## config.mk

```make
export PLATFORM = sky130hd
export DESIGN_NAME = pwm_gen_flat
export DESIGN_NICKNAME = d
export VERILOG_FILES = /design/src/rtl/pwm_pkg.sv /design/src/rtl/pwm_if.sv /design/src/rtl/pwm_cfg_buf.sv /design/src/rtl/pwm_gen.sv /design/src/flat_wrapper.sv
export SDC_FILE = /design/constraint.sdc
export NUM_CORES = 1
export LEC_CHECK = 0
export ABC_AREA = 1
export ABC_CLOCK_PERIOD_IN_PS = 3200
export CAP_MARGIN = 5
export CORE_MARGIN = 10
export CORE_UTILIZATION = 30
export DETAILED_ROUTE_END_ITERATION = 8
export DONT_BUFFER_PORTS = 1
export SLEW_MARGIN = 15
export SYNTH_ARGS = -nofsm -noshare
export SYNTH_HDL_FRONTEND = slang
export SYNTH_SLANG_ARGS = --single-unit
export TNS_END_PERCENT = 1
```

## constraint.sdc

```tcl
create_clock -name clk -period 3.2 [get_ports clk]
set_input_delay 0.32 -clock clk [delete_from_list [all_inputs] [get_ports clk]]
set_output_delay 0.32 -clock clk [all_outputs]
set_load 0.005 [all_outputs]
```

## src/rtl/pwm_pkg.sv

```systemverilog
// Shared types and defaults for the pwm_gen waveform generator.
// Holds the FSM state encoding and the default count width.
package pwm_pkg;

  localparam int unsigned PwmWidthDefault = 32;

  typedef enum logic [1:0] {
    StIdle = 2'd0,
    StHigh = 2'd1,
    StLow  = 2'd2
  } pwm_state_e;

endpackage

```

## src/rtl/pwm_if.sv

```systemverilog
// Configuration channel for pwm_gen: high/low counts offered on a valid/ready handshake.
// The source drives through the master modport; the generator consumes through slave.
interface pwm_if
  import pwm_pkg::*;
#(
  parameter int unsigned WIDTH = PwmWidthDefault
);

  logic             cfg_valid;
  logic             cfg_ready;
  logic [WIDTH-1:0] cfg_pos;
  logic [WIDTH-1:0] cfg_neg;

  modport master (
    output cfg_valid,
    output cfg_pos,
    output cfg_neg,
    input  cfg_ready
  );

  modport slave (
    input  cfg_valid,
    input  cfg_pos,
    input  cfg_neg,
    output cfg_ready
  );

endinterface

```

## src/rtl/pwm_cfg_buf.sv

```systemverilog
// Single-entry pending configuration register with valid/ready intake.
// The held entry is released to the generator only on a period boundary.
module pwm_cfg_buf
  import pwm_pkg::*;
#(
  parameter int unsigned WIDTH = PwmWidthDefault
) (
  input  logic             clk,
  input  logic             rst_n,
  pwm_if.slave             cfg,
  input  logic             i_boundary,
  output logic             o_apply,
  output logic             o_pend_full,
  output logic [WIDTH-1:0] o_pend_pos,
  output logic [WIDTH-1:0] o_pend_neg
);

  logic             r_pend_full;
  logic [WIDTH-1:0] r_pend_pos;
  logic [WIDTH-1:0] r_pend_neg;
  logic             w_accept;

  // Accept needs an empty slot and apply needs a full one, so they never coincide.
  assign w_accept      = cfg.cfg_valid & ~r_pend_full;
  assign o_apply       = i_boundary & r_pend_full;
  assign cfg.cfg_ready = ~r_pend_full;

  assign o_pend_full = r_pend_full;
  assign o_pend_pos  = r_pend_pos;
  assign o_pend_neg  = r_pend_neg;

  always_ff @(posedge clk or negedge rst_n) begin
    if (!rst_n) begin
      r_pend_full <= 1'b0;
      r_pend_pos  <= '0;
      r_pend_neg  <= '0;
    end else begin
      if (w_accept) begin
        r_pend_pos  <= cfg.cfg_pos;
        r_pend_neg  <= cfg.cfg_neg;
        r_pend_full <= 1'b1;
      end else if (o_apply) begin
        r_pend_full <= 1'b0;
      end
    end
  end

  assert property (@(posedge clk) disable iff (!rst_n) !(w_accept && o_apply));

endmodule

```

## src/rtl/pwm_gen.sv

```systemverilog
// Programmable PWM source: pos cycles high then neg cycles low, repeating.
// New configurations take effect only at period boundaries, so no period is ever cut short.
module pwm_gen
  import pwm_pkg::*;
#(
  parameter int unsigned WIDTH = PwmWidthDefault
) (
  input  logic clk,
  input  logic rst_n,
  input  logic en,
  pwm_if.slave cfg,
  output logic wave_out,
  output logic period_start,
  output logic busy
);

  localparam logic [WIDTH-1:0] CntOne = WIDTH'(1);

  pwm_state_e       r_state;
  pwm_state_e       w_state_d;
  logic [WIDTH-1:0] r_cnt;
  logic [WIDTH-1:0] w_cnt_d;
  logic [WIDTH-1:0] r_act_pos;
  logic [WIDTH-1:0] r_act_neg;
  logic             r_wave;
  logic             r_pstart;

  logic [WIDTH-1:0] w_pend_pos;
  logic [WIDTH-1:0] w_pend_neg;
  logic [WIDTH-1:0] w_eff_pos;
  logic [WIDTH-1:0] w_eff_neg;
  logic             w_pend_full;
  logic             w_apply;
  logic             w_boundary;
  logic             w_start;
  logic             w_eff_zero;
  logic             w_wave_d;

  pwm_cfg_buf #(
    .WIDTH(WIDTH)
  ) u_cfg_buf (
    .clk        (clk),
    .rst_n      (rst_n),
    .cfg        (cfg),
    .i_boundary (w_boundary),
    .o_apply    (w_apply),
    .o_pend_full(w_pend_full),
    .o_pend_pos (w_pend_pos),
    .o_pend_neg (w_pend_neg)
  );

  // Config that the next period would run with if a boundary were taken now.
  assign w_eff_pos  = w_pend_full ? w_pend_pos : r_act_pos;
  assign w_eff_neg  = w_pend_full ? w_pend_neg : r_act_neg;
  assign w_eff_zero = (w_eff_pos == '0) && (w_eff_neg == '0);

  always_comb begin
    w_state_d  = r_state;
    w_cnt_d    = r_cnt;
    w_boundary = 1'b0;
    w_start    = 1'b0;

    unique case (r_state)
      StIdle: begin
        // An idle block with en set consumes any pending config even if it is all-zero,
        // so a zero config never wedges the handshake.
        w_boundary = en;
      end
      StHigh: begin
        if (r_cnt != '0) begin
          w_cnt_d = r_cnt - CntOne;
        end else if (r_act_neg != '0) begin
          w_state_d = StLow;
          w_cnt_d   = r_act_neg - CntOne;
        end else begin
          w_boundary = 1'b1;
        end
      end
      StLow: begin
        if (r_cnt != '0) begin
          w_cnt_d = r_cnt - CntOne;
        end else begin
          w_boundary = 1'b1;
        end
      end
      default: begin
        w_state_d = StIdle;
        w_cnt_d   = '0;
      end
    endcase

    if (w_boundary) begin
      if (en && !w_eff_zero) begin
        w_start = 1'b1;
      end else begin
        w_state_d = StIdle;
        w_cnt_d   = '0;
      end
    end

    if (w_start) begin
      if (w_eff_pos != '0) begin
        w_state_d = StHigh;
        w_cnt_d   = w_eff_pos - CntOne;
      end else begin
        w_state_d = StLow;
        w_cnt_d   = w_eff_neg - CntOne;
      end
    end

    w_wave_d = (w_state_d == StHigh);
  end

  always_ff @(posedge clk or negedge rst_n) begin
    if (!rst_n) begin
      r_state   <= StIdle;
      r_cnt     <= '0;
      r_act_pos <= '0;
      r_act_neg <= '0;
      r_wave    <= 1'b0;
      r_pstart  <= 1'b0;
    end else begin
      r_state  <= w_state_d;
      r_cnt    <= w_cnt_d;
      r_wave   <= w_wave_d;
      r_pstart <= w_start;
      if (w_apply) begin
        r_act_pos <= w_pend_pos;
        r_act_neg <= w_pend_neg;
      end
    end
  end

  assign wave_out     = r_wave;
  assign period_start = r_pstart;
  assign busy         = (r_state != StIdle);

  assert property (@(posedge clk) disable iff (!rst_n) period_start |-> busy);
  assert property (@(posedge clk) disable iff (!rst_n) !busy |-> !wave_out);

endmodule
```

## src/flat_wrapper.sv

```systemverilog
// flat-port wrapper written by rule: the top's interface ports become plain ports
module pwm_gen_flat import pwm_pkg::*;
#(
  parameter int unsigned WIDTH = PwmWidthDefault
)
  (clk, rst_n, en, wave_out, period_start, busy, cfg_cfg_valid, cfg_cfg_pos, cfg_cfg_neg, cfg_cfg_ready);
  pwm_if #(.WIDTH(WIDTH)) cfg_i ();
  input  logic clk;
  input  logic rst_n;
  input  logic en;
  output logic wave_out;
  output logic period_start;
  output logic busy;
  input wire logic [$bits(cfg_i.cfg_valid)-1:0] cfg_cfg_valid;
  input wire logic [$bits(cfg_i.cfg_pos)-1:0] cfg_cfg_pos;
  input wire logic [$bits(cfg_i.cfg_neg)-1:0] cfg_cfg_neg;
  output wire logic [$bits(cfg_i.cfg_ready)-1:0] cfg_cfg_ready;
  assign cfg_i.cfg_valid = cfg_cfg_valid;
  assign cfg_i.cfg_pos = cfg_cfg_pos;
  assign cfg_i.cfg_neg = cfg_cfg_neg;
  assign cfg_cfg_ready = cfg_i.cfg_ready;
  pwm_gen #(.WIDTH(WIDTH)) u_core (.clk(clk), .rst_n(rst_n), .en(en), .cfg(cfg_i), .wave_out(wave_out), .period_start(period_start), .busy(busy));
endmodule
```

## Word level (Yosys, flattened, before mapping)

Index checks and enable logic that the tools add are counted.

- Input port bits: 68
- Register bits: 165
- Logic and storage cells: 56

- Bitwise logic cells: 3
- Reductions and logical operators: 12
- Equal/unequal tests: 3
- Multiplexer cells: 25
- $add $sub $neg: 4

Operators by type and width:

| operator | count |
|---|---|
| $mux W32 | 9 |
| $sub A32 B1 Y32 const B | 4 |
| $pmux W32 S3 | 1 |
| $reduce_bool A32 Y1 | 3 |
| $logic_not A32 Y1 | 2 |
| $mux W2 | 6 |
| $mux W1 | 7 |
| $eq A2 B1 Y1 const B | 2 |
| $pmux W2 S2 | 1 |
| $reduce_bool A2 Y1 | 2 |
| $pmux W1 S3 | 1 |
| $and A1 B1 Y1 | 2 |
| $eq A2 B2 Y1 const B | 1 |
| $logic_and A1 B1 Y1 | 2 |
| $logic_not A2 Y1 | 1 |
| $reduce_or A2 Y1 | 1 |
| $logic_not A1 Y1 | 1 |
| $not A1 Y1 | 1 |

## Longest topological paths before layout

- Depth after elaboration: 9
- Mapped depth: 22

## Modules after synthesis

A second synthesis with hierarchy kept.

- Cell total of the unflattened synthesis: 1764
- Area, all modules: 11355.9 um^2

By module, submodules not included:

| module | area an instance (um^2) | instances | cells each | seq. area each (um^2) |
|---|---|---|---|---|
| pwm_gen | 8752.1 | 1 | 1481 | 2502.4 |
| pwm_cfg_buf | 2603.7 | 1 | 283 | 1626.6 |

## Least setup slack after synthesis

No wires, ideal clock.

- Path kind: register to register
- Start point: register u_core.u_cfg_buf.r_pend_full (netlist: u_core.u_cfg_buf.o_pend_full)
- End point: register u_core.r_cnt[14]
- Cell stages (with the launch flop): 19
- Path slack: 0.686 ns
- Library setup time: 0.117 ns
- Clock period less this slack: 2.514 ns
- Required time: 3.083 ns
- Data arrival time: 2.398 ns
- Buffers on the path: 2
- Cells stage by stage: dfrtp_1 buf_6 buf_6 o21ai_1 nand2_1 nor2_1 nand2_1 nor2_2 nand2_2 o21ai_0 inv_1 ha_1 nand3_1 nor2_1 nand2_1 nor2_2 xor2_1 nand2_1 nand2_1

- Longest elaborated chain between the ends: 8
- Elaborated cells on any way between the ends: 16
- Classes of those cells: add/sub (2); mux (8); reduce/logical (6)

RTL lines:

| item | line | RTL |
|---|---|---|
| start: declaration | pwm_cfg_buf.sv:18 | `logic r_pend_full;` |
| start signal: assignment | pwm_cfg_buf.sv:34 | `r_pend_full <= 1'b0;` |
| start signal: assignment | pwm_cfg_buf.sv:41 | `r_pend_full <= 1'b1;` |
| start signal: assignment | pwm_cfg_buf.sv:43 | `r_pend_full <= 1'b0;` |
| branches (longest 7 deep; another with $sub A32 B1 Y32) | n/a |  |
| $mux W32 (*) | pwm_gen.sv:101 | `if (w_start) begin` |
| via u_core.w_cnt_d[14] | pwm_gen.sv:22 | `logic [WIDTH-1:0] w_cnt_d;` |
| end signal: assignment | pwm_gen.sv:124 | `r_cnt <= w_cnt_d;` |
| end: declaration | pwm_gen.sv:21 | `logic [WIDTH-1:0] r_cnt;` |

Mark *: on every way through the listed nets, which the timed path passes.
A chain may end at the register's enable or synchronous reset.

## Worst setup path in the final report

- Start point: register u_core.u_cfg_buf.r_pend_full (netlist: u_core.u_cfg_buf.o_pend_full)
- End point: register u_core.r_cnt[17]

The elaborated chain is that of the path after synthesis.

==> summary.md <==
| Metric | Value |
|---|---|
| Outcome | `complete, but fails checks` |
| Failing checks | `negative hold slack` |
| First-pass GRT wire length | `59800 µm` |
| CP Class | `flop to flop` |
| Critical Path End Type | `flop` |
| Max-Slew Margin vs Limit | `between 30% and 40%` |
| Vias post-DR | `10900` |
| Fill cells | `between 3000 and 4000` |
| Syn Inst Count | `1696` |
| Vias in the first global route | `~11000` |
| Pre-CTS setup slack | `0.188 ns` |
| Mapped Nets | `1769` |
| Worst hold slack | `-0.425 ns` |
| Dpl cell area | `0.0119 mm²` |
| Top cell type by total area after synthesis | `dfrtp_1` |
| Synth cell count leaders | `nand2_1 (519), nor2_1 (201), inv_1 (189)` |
| Area contributors post-synth | `dfrtp_1 (37%), nand2_1 (17%), o21ai_0 (7.1%)` |
| Design Power | `13.0 mW` |
| Dpl hpwl | `30200 µm` |
| DR iter-0 viols | `878` |
| Post-synth top area share | `36.9%` |
| Final Core Density | `approximately a third` |
| CTS H-tree depth | `4` |
| Die Area | `~0.045 mm²` |
| Max-slew violation count | `0` |
| CTS tree | `yes` |
| RSZ-0062 raised after global routing | `yes` |
| Max Clock Freq | `approximately 0.34 GHz` |
| Critical Path Source | `u_core.u_cfg_buf.o_pend_full` |
| TritonCTS buffer count | `17` |
| DRC viols | `0` |
| Die width | `213 µm` |
| Sequential fraction of the synthesis area | `around 37%` |
| Initial antenna violation count | `0` |
| Post-synth ARST share | `100%` |
| Drt wl/cell | `~17 µm` |
| Detailed Route WL | `37800 µm` |
| Root Buffer | `clkbuf_16` |
| Initial Util | `30.5%` |
| Clock slew at reported path FFs | `0.07 ns` |
| Maximum vdd drop | `0.558 mV` |
| Share of layout cells above drive strength 1 | `under 10%` |
| Seq cells post-synth | `165` |
| Crit path max fanout | `72` |
| Placed Cells | `2158` |
| Ant. Diodes | `0` |
| Worst Hold Class | `input port to asynchronous set/reset pin` |
| Primary FF master, synth | `dfrtp_1` |
| EDFF count, synth | `0` |
| Setup TNS | `0 ns` |
| Routed Antenna Nets | `0` |
| Detailed Routing Iterations Pass 1 | `5` |
| Clock Skews | `approximately 0.017 ns` |
| Die H | `213 µm` |
| CP most frequent cell | `nand2_1` |
| Count leader, synth | `nand2_1` |
| Mean Syn Cell Area | `6.59 µm²` |
| Pwr Density | `slightly above 1000 mW/mm²` |
| Final period utilization | `92.3%` |
| Fin crit period | `2.95 ns` |
| Top Ports | `slightly above 70` |
| Setup violators final | `0` |
| Largest net degree at the start of global routing | `around 170` |
| Worst path max stage delay | `approximately 0.47 ns` |
| Leakage dissipation | `between 6 and 7 nW` |
| GRT overflow | `0` |
| Final WS setup | `0.245 ns` |
| Sink Count | `between 150 and 200` |
| Vias per std cell | `4.96` |
| Crit path DAT | `3.28 ns` |
| Max cap viols | `0` |
| Cell Area, Synth | `0.0112 mm²` |
| Worst Setup Start Kind | `flop` |
| Slowest CP cell | `dfrtp_2` |
| Routability congestion estimate | `between 1 and 1.5` |
| Clock Latency Late Sink | `0.45 ns` |
| Final nets | `1782` |
| Worst r2r src | `u_core.u_cfg_buf.o_pend_full` |
| Placeable Area | `~0.037 mm²` |
| Worst path cell trace | `buf_12 > nand2_1 > nand2_1 > nand2_1 > nor2_1 > nand2_1 > nor2_2 > nand2_2 > buf_4 > buf_4 > nand2_1 > nand2_1 > nand2_1 > nor2_1 > nand2_1 > nor2_4 > nand3_1 > nand3_1 > nand2_1` |
| Area Overhead vs Synth | `11.8%` |
| Req. time, crit path | `3.53 ns` |
| Finished Cell Area | `0.0125 mm²` |
| Yosys Warn Count | `0` |
| Final non-filler cell total | `around 2200` |
| Bufs on Longest Clock Path | `2` |
| Number of buffers added on ports | `0` |
| GRT Util Overall | `17.0%` |
| FP Rows | `70` |
| Hold Vio Cnt, Final | `165` |
| Distinct cells, synth | `46` |
| Slew @ Worst Pin | `1.00 ns` |
## cell type report
cell class / count / area (µm²) / share of cell area (%)
clock inverter: 11 / 104 / 0.831
timing repair buffer: 62 / 515 / 4.13
tap: 468 / 586 / 4.69
inverter: 192 / 726 / 5.81
clock buffer: 20 / 447 / 3.58
multi-input combinational: 1271 / 5980 / 47.9
sequential: 165 / 4130 / 33.1
## path summary, 6_finish.rpt
check                                                   to  slack [ns]  cells past startpoint
hold reg to reg                        u_core.r_act_pos[8]        0.48                      2
setup / recovery                          u_core.r_cnt[17]        0.25                     19
min in group clk           u_core.u_cfg_buf.o_pend_pos[10]        0.03                      2
max in group asynchronous     u_core.u_cfg_buf.o_pend_full        3.13                      0
setup reg to reg                          u_core.r_cnt[17]        0.25                     19
hold / removal                           u_core.r_state[1]       -0.42                      0
## timing repair
item,in CTS,in global routing
hold endpoints to repair,165,165
gates resized for setup,0,6
setup buffers,0,0
endpoints found under the setup margin,0,16
## kinds of logic after synthesis
group / synth area share [%]
xor+xnor: 3.06
simple gates: 35.5
fa+ha+maj: 0.560
flops: 36.9
buf+inv: 9.79
compound gates: 13.4
mux: 0.806
## per-layer routing
metal | GRT usage [%] | up-vias | share of wire, %
met5 | 0 | - | 0
met4 | 7.46 | 0 | 3.8
met3 | 4.03 | 67 | 6.6
met2 | 26.4 | 310 | 44
met1 | 22.2 | 5038 | 45
li1 | - | 5439 | -
## power breakdown
part	leakage, nW	total [mW]	switching, mW	internal, mW
Sequential	1.96	3.78	0.720	3.06
Combinational	3.81	7.23	4.98	2.25
Clock	0.255	1.96	0.877	1.09
Total	6.03	13.0	6.57	6.40
## state kept, by name, indices dropped and copies added, names as in the netlist
register                      cells
u_core.period_start               1
u_core.u_cfg_buf.o_pend_neg      32
u_core.r_state                    2
u_core.wave_out                   1
u_core.r_cnt                     32
u_core.u_cfg_buf.o_pend_pos      32
u_core.r_act_neg                 32
u_core.u_cfg_buf.o_pend_full      1
u_core.r_act_pos                 32
## placed cells by master, fill, tap and decap left out, types with 3 or more instances in the layout
cell type / count
or2_2: 4
nand2_1: 516
nor2_2: 10
nor2_1: 199
mux2_2: 8
xor2_1: 33
xnor2_1: 6
o21ai_0: 157
buf_4: 58
nor4_1: 4
o22ai_1: 4
nand3_2: 3
ha_1: 5
nand4_1: 30
o21ai_1: 20
a22oi_1: 7
a21oi_1: 78
nand3b_1: 16
nor3_1: 16
nor2_4: 7
clkbuf_16: 17
buf_12: 4
clkinvlp_4: 5
dfrtp_1: 164
nand3_1: 117
nand2_2: 8
o21bai_1: 4
inv_1: 189
## worst max-delay path: cells and delay by family, from the launching register on
| kind | cells | cell delay (ns) |
|---|---|---|
| simple gates | 16 | 1.66 |
| buf+inv | 3 | 0.68 |
| flops | 1 | 0.47 |
No activity file was read; power rests on OpenSTA's default activity.
